==> src/rtl/tight_acc_reduce_pkg.sv <==
// tight_acc_pkg: opcodes, FSM encoding and bus widths shared by the tight_acc_reduce slice.
package tight_acc_pkg;

    localparam int OPCODE_W              = 6;
    localparam int TRANSID_W             = 6;
    localparam int DCP_PADDR             = 40;
    localparam int DCP_NOC_RES_DATA_SIZE = 64;

    typedef enum logic [OPCODE_W-1:0] {
        OP_SET_BASE    = 6'd0,
        OP_SET_STRIDE  = 6'd1,
        OP_SET_COUNT   = 6'd2,
        OP_START       = 6'd3,
        OP_READ_COUNT  = 6'd4,
        OP_READ_CYCLES = 6'd5
    } opcode_e;

    typedef logic [1:0] state_t;
    localparam state_t ST_IDLE  = 2'd0;
    localparam state_t ST_ISSUE = 2'd1;
    localparam state_t ST_DRAIN = 2'd2;
    localparam state_t ST_RESP  = 2'd3;

endpackage

==> src/rtl/tight_acc_reduce_if.sv <==
// tight_acc_reduce_if: command, result and L2 load channels of the reduction accelerator.
// slave = accelerator side, master = core/memory side.
interface tight_acc_reduce_if;
    import tight_acc_pkg::*;

    logic                             cmd_val;
    logic                             busy;
    logic [OPCODE_W-1:0]              cmd_opcode;
    logic [63:0]                      cmd_config_data;

    logic                             resp_val;
    logic                             resp_rdy;
    logic [63:0]                      resp_data;

    logic                             mem_req_rdy;
    logic                             mem_req_val;
    logic [TRANSID_W-1:0]             mem_req_transid;
    logic [DCP_PADDR-1:0]             mem_req_addr;

    logic                             mem_resp_val;
    logic [TRANSID_W-1:0]             mem_resp_transid;
    logic [DCP_NOC_RES_DATA_SIZE-1:0] mem_resp_data;

    modport slave (
        input  cmd_val, cmd_opcode, cmd_config_data, resp_rdy, mem_req_rdy,
        input  mem_resp_val, mem_resp_transid, mem_resp_data,
        output busy, resp_val, resp_data, mem_req_val, mem_req_transid, mem_req_addr
    );

    modport master (
        output cmd_val, cmd_opcode, cmd_config_data, resp_rdy, mem_req_rdy,
        output mem_resp_val, mem_resp_transid, mem_resp_data,
        input  busy, resp_val, resp_data, mem_req_val, mem_req_transid, mem_req_addr
    );

endinterface

==> src/rtl/tight_acc_txn_tracker.sv <==
// tight_acc_txn_tracker: per-slot outstanding bitmap plus occupancy count and flags.
module tight_acc_txn_tracker
    import tight_acc_pkg::*;
#(
    parameter int unsigned MAX_INFLIGHT = 8,
    localparam int unsigned CW          = $clog2(MAX_INFLIGHT + 1)
) (
    input  logic                 clk,
    input  logic                 rst,
    input  logic                 set_en,
    input  logic [TRANSID_W-1:0] set_id,
    input  logic                 resp_val,
    input  logic [TRANSID_W-1:0] resp_id,
    output logic                 slot_busy,
    output logic                 resp_hit,
    output logic                 full,
    output logic                 empty,
    output logic                 empty_next
);
    logic [MAX_INFLIGHT-1:0] bitmap_q, bitmap_d, set_mask, resp_mask;
    logic [CW-1:0]           count_q, count_d;

    // Decode ids to slot masks; ids beyond MAX_INFLIGHT decode to nothing and are ignored.
    always_comb begin
        set_mask  = '0;
        resp_mask = '0;
        for (int i = 0; i < MAX_INFLIGHT; i++) begin
            set_mask[i]  = (set_id == TRANSID_W'(i));
            resp_mask[i] = (resp_id == TRANSID_W'(i));
        end
    end

    assign slot_busy = |(bitmap_q & set_mask);
    assign resp_hit  = resp_val && |(bitmap_q & resp_mask);

    // Set and clear never target the same slot: the issuer waits for a free slot.
    always_comb begin
        bitmap_d = bitmap_q;
        if (set_en) begin
            bitmap_d = bitmap_d | set_mask;
        end
        if (resp_hit) begin
            bitmap_d = bitmap_d & ~resp_mask;
        end
        count_d = count_q + CW'(set_en) - CW'(resp_hit);
    end

    // Outstanding state; reset drops any in-flight marks so late responses are ignored.
    always_ff @(posedge clk or posedge rst) begin
        if (rst) begin
            bitmap_q <= '0;
            count_q  <= '0;
        end else begin
            bitmap_q <= bitmap_d;
            count_q  <= count_d;
        end
    end

    assign full       = (count_q == CW'(MAX_INFLIGHT));
    assign empty      = (count_q == '0);
    assign empty_next = (count_d == '0);

endmodule

==> src/rtl/tight_acc_reduce.sv <==
// tight_acc_reduce: issues COUNT 64-bit loads at base + i*stride and returns their 64-bit sum.
// Define TIGHT_ACC_REDUCE_PERF_EN to add a 32-bit ISSUE/DRAIN cycle counter read by
// opcode READ_CYCLES; without it opcode 5 is ignored like any unknown opcode.
module tight_acc_reduce
    import tight_acc_pkg::*;
#(
    parameter int unsigned MAX_INFLIGHT = 8,
    parameter int unsigned CNT_W        = 16
) (
    input  logic              clk,
    input  logic              rst,
    tight_acc_reduce_if.slave bus
);
    state_t               state_q, state_d;
    logic [DCP_PADDR-1:0] base_q, addr_q;
    logic [63:0]          stride_q, sum_q, sum_d, resp_data_q;
    logic [CNT_W-1:0]     count_q, idx_q;
    logic [31:0]          idx_ext;
    logic [TRANSID_W-1:0] issue_id;
    logic                 cmd_acc, start_acc, req_val, req_fire, last_issue;
    logic                 slot_busy, resp_hit, trk_full, trk_empty, trk_empty_next;
    logic                 unused_bits;
`ifdef TIGHT_ACC_REDUCE_PERF_EN
    logic [31:0]          cycles_q;
`endif

    assign cmd_acc    = bus.cmd_val && (state_q == ST_IDLE);
    assign start_acc  = cmd_acc && (bus.cmd_opcode == OP_START);
    assign idx_ext    = 32'(idx_q);
    assign issue_id   = TRANSID_W'(idx_ext % MAX_INFLIGHT);
    // Slot check keeps a reused transid from colliding with a still-outstanding one.
    assign req_val    = (state_q == ST_ISSUE) && !trk_full && !slot_busy;
    assign req_fire   = req_val && bus.mem_req_rdy;
    assign last_issue = (idx_q == count_q - CNT_W'(1));

    tight_acc_txn_tracker #(
        .MAX_INFLIGHT (MAX_INFLIGHT)
    ) u_tracker (
        .clk        (clk),
        .rst        (rst),
        .set_en     (req_fire),
        .set_id     (issue_id),
        .resp_val   (bus.mem_resp_val),
        .resp_id    (bus.mem_resp_transid),
        .slot_busy  (slot_busy),
        .resp_hit   (resp_hit),
        .full       (trk_full),
        .empty      (trk_empty),
        .empty_next (trk_empty_next)
    );

    // Running sum: cleared by START, accumulates each tracked response (wraps mod 2^64).
    always_comb begin
        sum_d = sum_q;
        if (start_acc) begin
            sum_d = '0;
        end else if (resp_hit) begin
            sum_d = sum_q + bus.mem_resp_data[63:0];
        end
    end

    // Job sequencing; DRAIN exits on the cycle the last response lands to save a cycle.
    always_comb begin
        state_d = state_q;
        case (state_q)
            ST_IDLE: begin
                if (cmd_acc) begin
                    if (bus.cmd_opcode == OP_START) begin
                        state_d = (count_q == '0) ? ST_RESP : ST_ISSUE;
                    end else if (bus.cmd_opcode == OP_READ_COUNT) begin
                        state_d = ST_RESP;
                    end
`ifdef TIGHT_ACC_REDUCE_PERF_EN
                    else if (bus.cmd_opcode == OP_READ_CYCLES) begin
                        state_d = ST_RESP;
                    end
`endif
                end
            end
            ST_ISSUE: if (req_fire && last_issue) state_d = ST_DRAIN;
            ST_DRAIN: if (trk_empty_next) state_d = ST_RESP;
            ST_RESP:  if (bus.resp_rdy) state_d = ST_IDLE;
            default:  state_d = ST_IDLE;
        endcase
    end

    // Config registers, issue pointer, sum and the held response word.
    always_ff @(posedge clk or posedge rst) begin
        if (rst) begin
            state_q     <= ST_IDLE;
            base_q      <= '0;
            stride_q    <= '0;
            count_q     <= '0;
            addr_q      <= '0;
            idx_q       <= '0;
            sum_q       <= '0;
            resp_data_q <= '0;
        end else begin
            state_q <= state_d;
            sum_q   <= sum_d;
            if (cmd_acc) begin
                case (bus.cmd_opcode)
                    OP_SET_BASE:   base_q   <= bus.cmd_config_data[DCP_PADDR-1:0];
                    OP_SET_STRIDE: stride_q <= bus.cmd_config_data;
                    OP_SET_COUNT:  count_q  <= bus.cmd_config_data[CNT_W-1:0];
                    OP_START: begin
                        addr_q <= base_q;
                        idx_q  <= '0;
                        if (count_q == '0) resp_data_q <= '0;
                    end
                    OP_READ_COUNT: resp_data_q <= 64'(count_q);
`ifdef TIGHT_ACC_REDUCE_PERF_EN
                    OP_READ_CYCLES: resp_data_q <= 64'(cycles_q);
`endif
                    default: ;
                endcase
            end
            if (req_fire) begin
                addr_q <= addr_q + stride_q[DCP_PADDR-1:0];
                idx_q  <= idx_q + CNT_W'(1);
            end
            if ((state_q == ST_DRAIN) && trk_empty_next) begin
                resp_data_q <= sum_d;
            end
        end
    end

`ifdef TIGHT_ACC_REDUCE_PERF_EN
    // Counts ISSUE/DRAIN cycles of the most recent job.
    always_ff @(posedge clk or posedge rst) begin
        if (rst) begin
            cycles_q <= '0;
        end else if (start_acc) begin
            cycles_q <= '0;
        end else if ((state_q == ST_ISSUE) || (state_q == ST_DRAIN)) begin
            cycles_q <= cycles_q + 32'd1;
        end
    end
`endif

    // Stride bits above the address width cannot affect a wrapped address.
    assign unused_bits = ^{stride_q[63:DCP_PADDR], trk_empty};

    assign bus.busy            = (state_q != ST_IDLE);
    assign bus.resp_val        = (state_q == ST_RESP);
    assign bus.resp_data       = resp_data_q;
    assign bus.mem_req_val     = req_val;
    assign bus.mem_req_transid = issue_id;
    assign bus.mem_req_addr    = addr_q;

endmodule

==> src/flat_wrapper.sv <==
// flat-port wrapper written by rule: the top's interface ports become plain ports
module tight_acc_reduce_flat import tight_acc_pkg::*;
#(
    parameter int unsigned MAX_INFLIGHT = 8,
    parameter int unsigned CNT_W        = 16
)
  (clk, rst, bus_cmd_val, bus_cmd_opcode, bus_cmd_config_data, bus_resp_rdy, bus_mem_req_rdy, bus_mem_resp_val, bus_mem_resp_transid, bus_mem_resp_data, bus_busy, bus_resp_val, bus_resp_data, bus_mem_req_val, bus_mem_req_transid, bus_mem_req_addr);
  tight_acc_reduce_if bus_i ();
  input  logic clk;
  input  logic rst;
  input wire logic [$bits(bus_i.cmd_val)-1:0] bus_cmd_val;
  input wire logic [$bits(bus_i.cmd_opcode)-1:0] bus_cmd_opcode;
  input wire logic [$bits(bus_i.cmd_config_data)-1:0] bus_cmd_config_data;
  input wire logic [$bits(bus_i.resp_rdy)-1:0] bus_resp_rdy;
  input wire logic [$bits(bus_i.mem_req_rdy)-1:0] bus_mem_req_rdy;
  input wire logic [$bits(bus_i.mem_resp_val)-1:0] bus_mem_resp_val;
  input wire logic [$bits(bus_i.mem_resp_transid)-1:0] bus_mem_resp_transid;
  input wire logic [$bits(bus_i.mem_resp_data)-1:0] bus_mem_resp_data;
  output wire logic [$bits(bus_i.busy)-1:0] bus_busy;
  output wire logic [$bits(bus_i.resp_val)-1:0] bus_resp_val;
  output wire logic [$bits(bus_i.resp_data)-1:0] bus_resp_data;
  output wire logic [$bits(bus_i.mem_req_val)-1:0] bus_mem_req_val;
  output wire logic [$bits(bus_i.mem_req_transid)-1:0] bus_mem_req_transid;
  output wire logic [$bits(bus_i.mem_req_addr)-1:0] bus_mem_req_addr;
  assign bus_i.cmd_val = bus_cmd_val;
  assign bus_i.cmd_opcode = bus_cmd_opcode;
  assign bus_i.cmd_config_data = bus_cmd_config_data;
  assign bus_i.resp_rdy = bus_resp_rdy;
  assign bus_i.mem_req_rdy = bus_mem_req_rdy;
  assign bus_i.mem_resp_val = bus_mem_resp_val;
  assign bus_i.mem_resp_transid = bus_mem_resp_transid;
  assign bus_i.mem_resp_data = bus_mem_resp_data;
  assign bus_busy = bus_i.busy;
  assign bus_resp_val = bus_i.resp_val;
  assign bus_resp_data = bus_i.resp_data;
  assign bus_mem_req_val = bus_i.mem_req_val;
  assign bus_mem_req_transid = bus_i.mem_req_transid;
  assign bus_mem_req_addr = bus_i.mem_req_addr;
  tight_acc_reduce #(.MAX_INFLIGHT(MAX_INFLIGHT), .CNT_W(CNT_W)) u_core (.clk(clk), .rst(rst), .bus(bus_i));
endmodule
==> config.mk <==
export PLATFORM = sky130hd
export DESIGN_NAME = tight_acc_reduce_flat
export DESIGN_NICKNAME = d
export VERILOG_FILES = /design/src/rtl/tight_acc_reduce_pkg.sv /design/src/rtl/tight_acc_reduce_if.sv /design/src/rtl/tight_acc_txn_tracker.sv /design/src/rtl/tight_acc_reduce.sv /design/src/flat_wrapper.sv
export SDC_FILE = /design/constraint.sdc
export NUM_CORES = 1
export LEC_CHECK = 0
export BUFFER_PORTS_ARGS = -buffer_cell sky130_fd_sc_hd__buf_2
export CORE_MARGIN = 10
export CORE_UTILIZATION = 40
export DETAILED_ROUTE_END_ITERATION = 7
export PLACE_DENSITY = 0.67
export SYNTH_ARGS = -nofsm -noshare
export SYNTH_HDL_FRONTEND = slang
export SYNTH_SLANG_ARGS = --single-unit
export TNS_END_PERCENT = 1
==> constraint.sdc <==
create_clock -name clk -period 12.3 [get_ports clk]
set_clock_uncertainty 0.05 [all_clocks]
set_input_delay 3.075 -clock clk [delete_from_list [all_inputs] [get_ports clk]]
set_output_delay 3.075 -clock clk [all_outputs]
set_load 0.01 [all_outputs]
==> impl_metrics.csv <==
group,metric,value,unit
timing,fmax,134.8,MHz
worst_setup_path,cpMaxStageDelayCell,"nand2_1",
timing,rsz0062_at_grt,"false",
cts,clk_latency,0.57,ns
cts,path_clk_slew,0.06,ns
timing,min_period,7.418,ns
placed_design,numPortBuffers,231,
yosys,synthFlopType,"dfrtp_1",
timing,final-setup-viol-count,0,
die,row_count,78,
detailed_routing,drc,0,
yosys,syn_avg_cell_area,9.082,um2
timing,worst_pin_slew,1.244,ns
detailed_routing,routed_via_density,5.624,
yosys,synthTopCellsByArea,"dfrtp_1 (40%), ha_1 (8.1%), mux2_2 (5.7%)",
cells_and_area,final_cell_mix,"dfrtp_1 (294), nand2_1 (252), buf_2 (231)",
worst_setup_path,path_class,"in2reg",
timing,max_slew_margin,16.87,%
timing,hold_viol_final,0,
detailed_routing,firstDrtPassIters,5,
die,fp.dieH,234.9,um
worst_setup_path,end_kind,"flop",
worst_setup_path,worst-path-buf-inv,5,
cts,cts_root_buffer,"clkbuf_16",
die,start_util,40.62,%
yosys,seq_area_frac_synth,39.83,%
yosys,yosysTopAreaCell,"dfrtp_1",
yosys,ys_async_sr_fraction,100.0,%
detailed_routing,routedLengthMet1,23320,um
grt,antenna_found_initial,4,
yosys,ys_ff_latch,294,
pwr,p_leak,0.01042,uW
cells_and_area,final_common_cell,"dfrtp_1",
grt,grt_usage,19.36,%
yosys,synth.top_cell.area_share,39.83,%
cells_and_area,final_util,47.07,%
die,die_area,55180,um2
placed_design,place_congestion,0.9129,
detailed_routing,routed_wl,55170,um
detailed_routing,dr.max_layer_used,"met5",
worst_setup_path,cp_max_fo,34,
detailed_routing,vias,16000,
timing,fin_crit_sh,60.31,%
yosys,syn_inst,2034,
worst_setup_path,critPathTopFamily,"simple AND/OR/NAND/NOR gates",
detailed_routing,ant_nets,0,
grt,grt_pass1_vias,16210,
detailed_routing,wl_met3,4669,um
cts,ctsResizeCount,0,
cts,post_cts_buffers,0,
worst_setup_path,critPathMaxStageDelay,0.91,ns
cells_and_area,syn2layout_area_growth,15.89,%
cts,cts_buffers,37,
cells_and_area,final_nets,2482,
worst_hold_path,hold_path.class,"reg2reg",
worst_setup_path,cp.arrival,7.81,ns
yosys,ys_warn_count,0,
detailed_routing,drtIter0Drc,1080,
placed_design,hpwl,40220,um
detailed_routing,wl_per_cell,19.39,um
detailed_routing,wl_met2,25730,um
cells_and_area,fillers,4339,
cells_and_area,regArea,7357,um2
die,io_pins,259,
yosys,syn_area,18470,um2
grt,gr-total-overflow,0,
cells_and_area,multi_input_area,10540,um2
worst_setup_path,required,12.69,ns
pwr,peakVddDrop,135.6,uV
grt,grt_max_degree,172,
cts,tritoncts,"done",
cts,clockBufferDepth,3,
die,core,45480,um2
yosys,synth_cell_type_count,85,
cts,cts.sinks,294,
cts,htree_levels,2,
cells_and_area,drive_above_1_share,19.49,%
worst_setup_path,cp_common_cell,"inv_1",
run_status,status,"finished, final reports clean",
worst_setup_path,path_cells,"buf_2 > nor4b_1 > nand2_2 > inv_2 > ha_1 > inv_1 > ha_1 > inv_1 > fa_1 > inv_1 > nor4_1 > and2_1 > nand2_1 > o21ai_0",
worst_setup_path,crit_path_start_kind,"primary input",
job,cap_violations,0,
yosys,synth_edf_count,0,
grt,grt_pass1_wl,88590,um
die,die_w,234.9,um
timing,slew_violations,0,
pwr,power_density,228.7,nW/um2
timing,finalSetupTns,0,ns
cts,hold_buffers,0,
==> report_power, final <==
part / total (uW) / internal (uW) / switching (uW) / leakage (uW)
Clock: 1160 / 698 / 458 / 0.000615
Sequential: 1470 / 1250 / 225 / 0.00385
Combinational: 2260 / 922 / 1340 / 0.00595
Total: 4900 / 2870 / 2030 / 0.0104
==> worst min-delay path: cells and delay by family (launching register included) <==
family / cells / cell delay [ns]
AOI/OAI and AO/OA: 1 / 0.06
DFF: 1 / 0.34
and+or+nand+nor: 1 / 0.04
==> metrics by stage <==
| stage | setup WS [ns] | hold WS (ns) | instance area (um2) | total power, uW | std cells |
|---|---|---|---|---|---|
| floorplan | 1.056 | 0.4211 | 18480 | 3086 | 2036 |
| global placement | 4.554 | 0.4061 | 20110 | 3659 | 2775 |
| detailed placement | 4.357 | 0.4153 | 20110 | 3722 | 2775 |
| CTS | 4.955 | 0.4284 | 21400 | 4907 | 2842 |
| global route | 4.568 | 0.4604 | 21400 | 5268 | 2842 |
| finish | 4.882 | 0.4247 | 21410 | 4895 | 2845 |
==> registers in the layout, summed over array words and instances, names as in the netlist <==
register / cells
u_core.idx_q: 16
u_core.state_q: 2
u_core.u_tracker.count_q: 4
u_core.base_q: 40
u_core.bus.mem_req_addr: 40
u_core.count_q: 16
u_core.sum_q: 64
u_core.u_tracker.bitmap_q: 8
u_core.stride_q: 40
u_core.bus.resp_data: 64
==> cell type report <==
cell class                 count  area share [%]
timing repair buffer         244           5.915
antenna                        3         0.03507
inverter                      52          0.9468
clock inverter                24           1.490
clock buffer                  43           4.524
tap                          600           3.507
sequential                   294           34.37
multi-input combinational   1585           49.22
==> synthesized netlist by cell type (all sizes together) (30+ instances only) <==
cell and number:
dfrtp 294, nand2 253, a21oi 178, nor2 176, o21ai 130, ha 119
mux2 94, a31oi 75, clkbuf 75, xnor2 68, a21o 62, inv 52
nand3 50, xor2 43, buf 30
==> worst paths after layout <==
check,slack [ns],startpoint,depth (start not counted),end
setup / recovery,4.88,bus_mem_resp_transid[3],14,u_core.bus.resp_data[57]$_DFFE_PP0P_
hold / removal,0.42,u_core.bus.resp_data[40]$_DFFE_PP0P_,2,u_core.bus.resp_data[40]$_DFFE_PP0P_
setup reg to reg,6.37,u_core.idx_q[0]$_DFFE_PP0P_,17,u_core.bus.resp_data[57]$_DFFE_PP0P_
hold reg to reg,0.42,u_core.bus.resp_data[40]$_DFFE_PP0P_,2,u_core.bus.resp_data[40]$_DFFE_PP0P_
max in group asynchronous,8.15,rst,3,u_core.bus.mem_req_addr[18]$_DFFE_PP0P_
min in group asynchronous,2.60,rst,2,u_core.bus.resp_data[2]$_DFFE_PP0P_
==> logic make-up (layout without fill, tap and decap cells) <==
family | after synthesis | count (layout) | synth area share, %
xor+xnor | 111 | 111 | 5.263
buf+inv | 157 | 363 | 3.400
mux | 121 | 121 | 7.329
compound gates | 589 | 589 | 20.01
fa+ha+maj | 122 | 122 | 8.385
simple gates | 639 | 639 | 15.77
flops | 294 | 294 | 39.83
other cells | 1 | 6 | 0.02030
==> metal layers <==
metal,vias to the layer above,GRT usage (%)
li1,7709,-
met1,7692,24.19
met2,507,31.60
met3,91,5.491
met4,2,6.355
met5,-,0
Note: power is estimated with default switching activity, not from simulation.
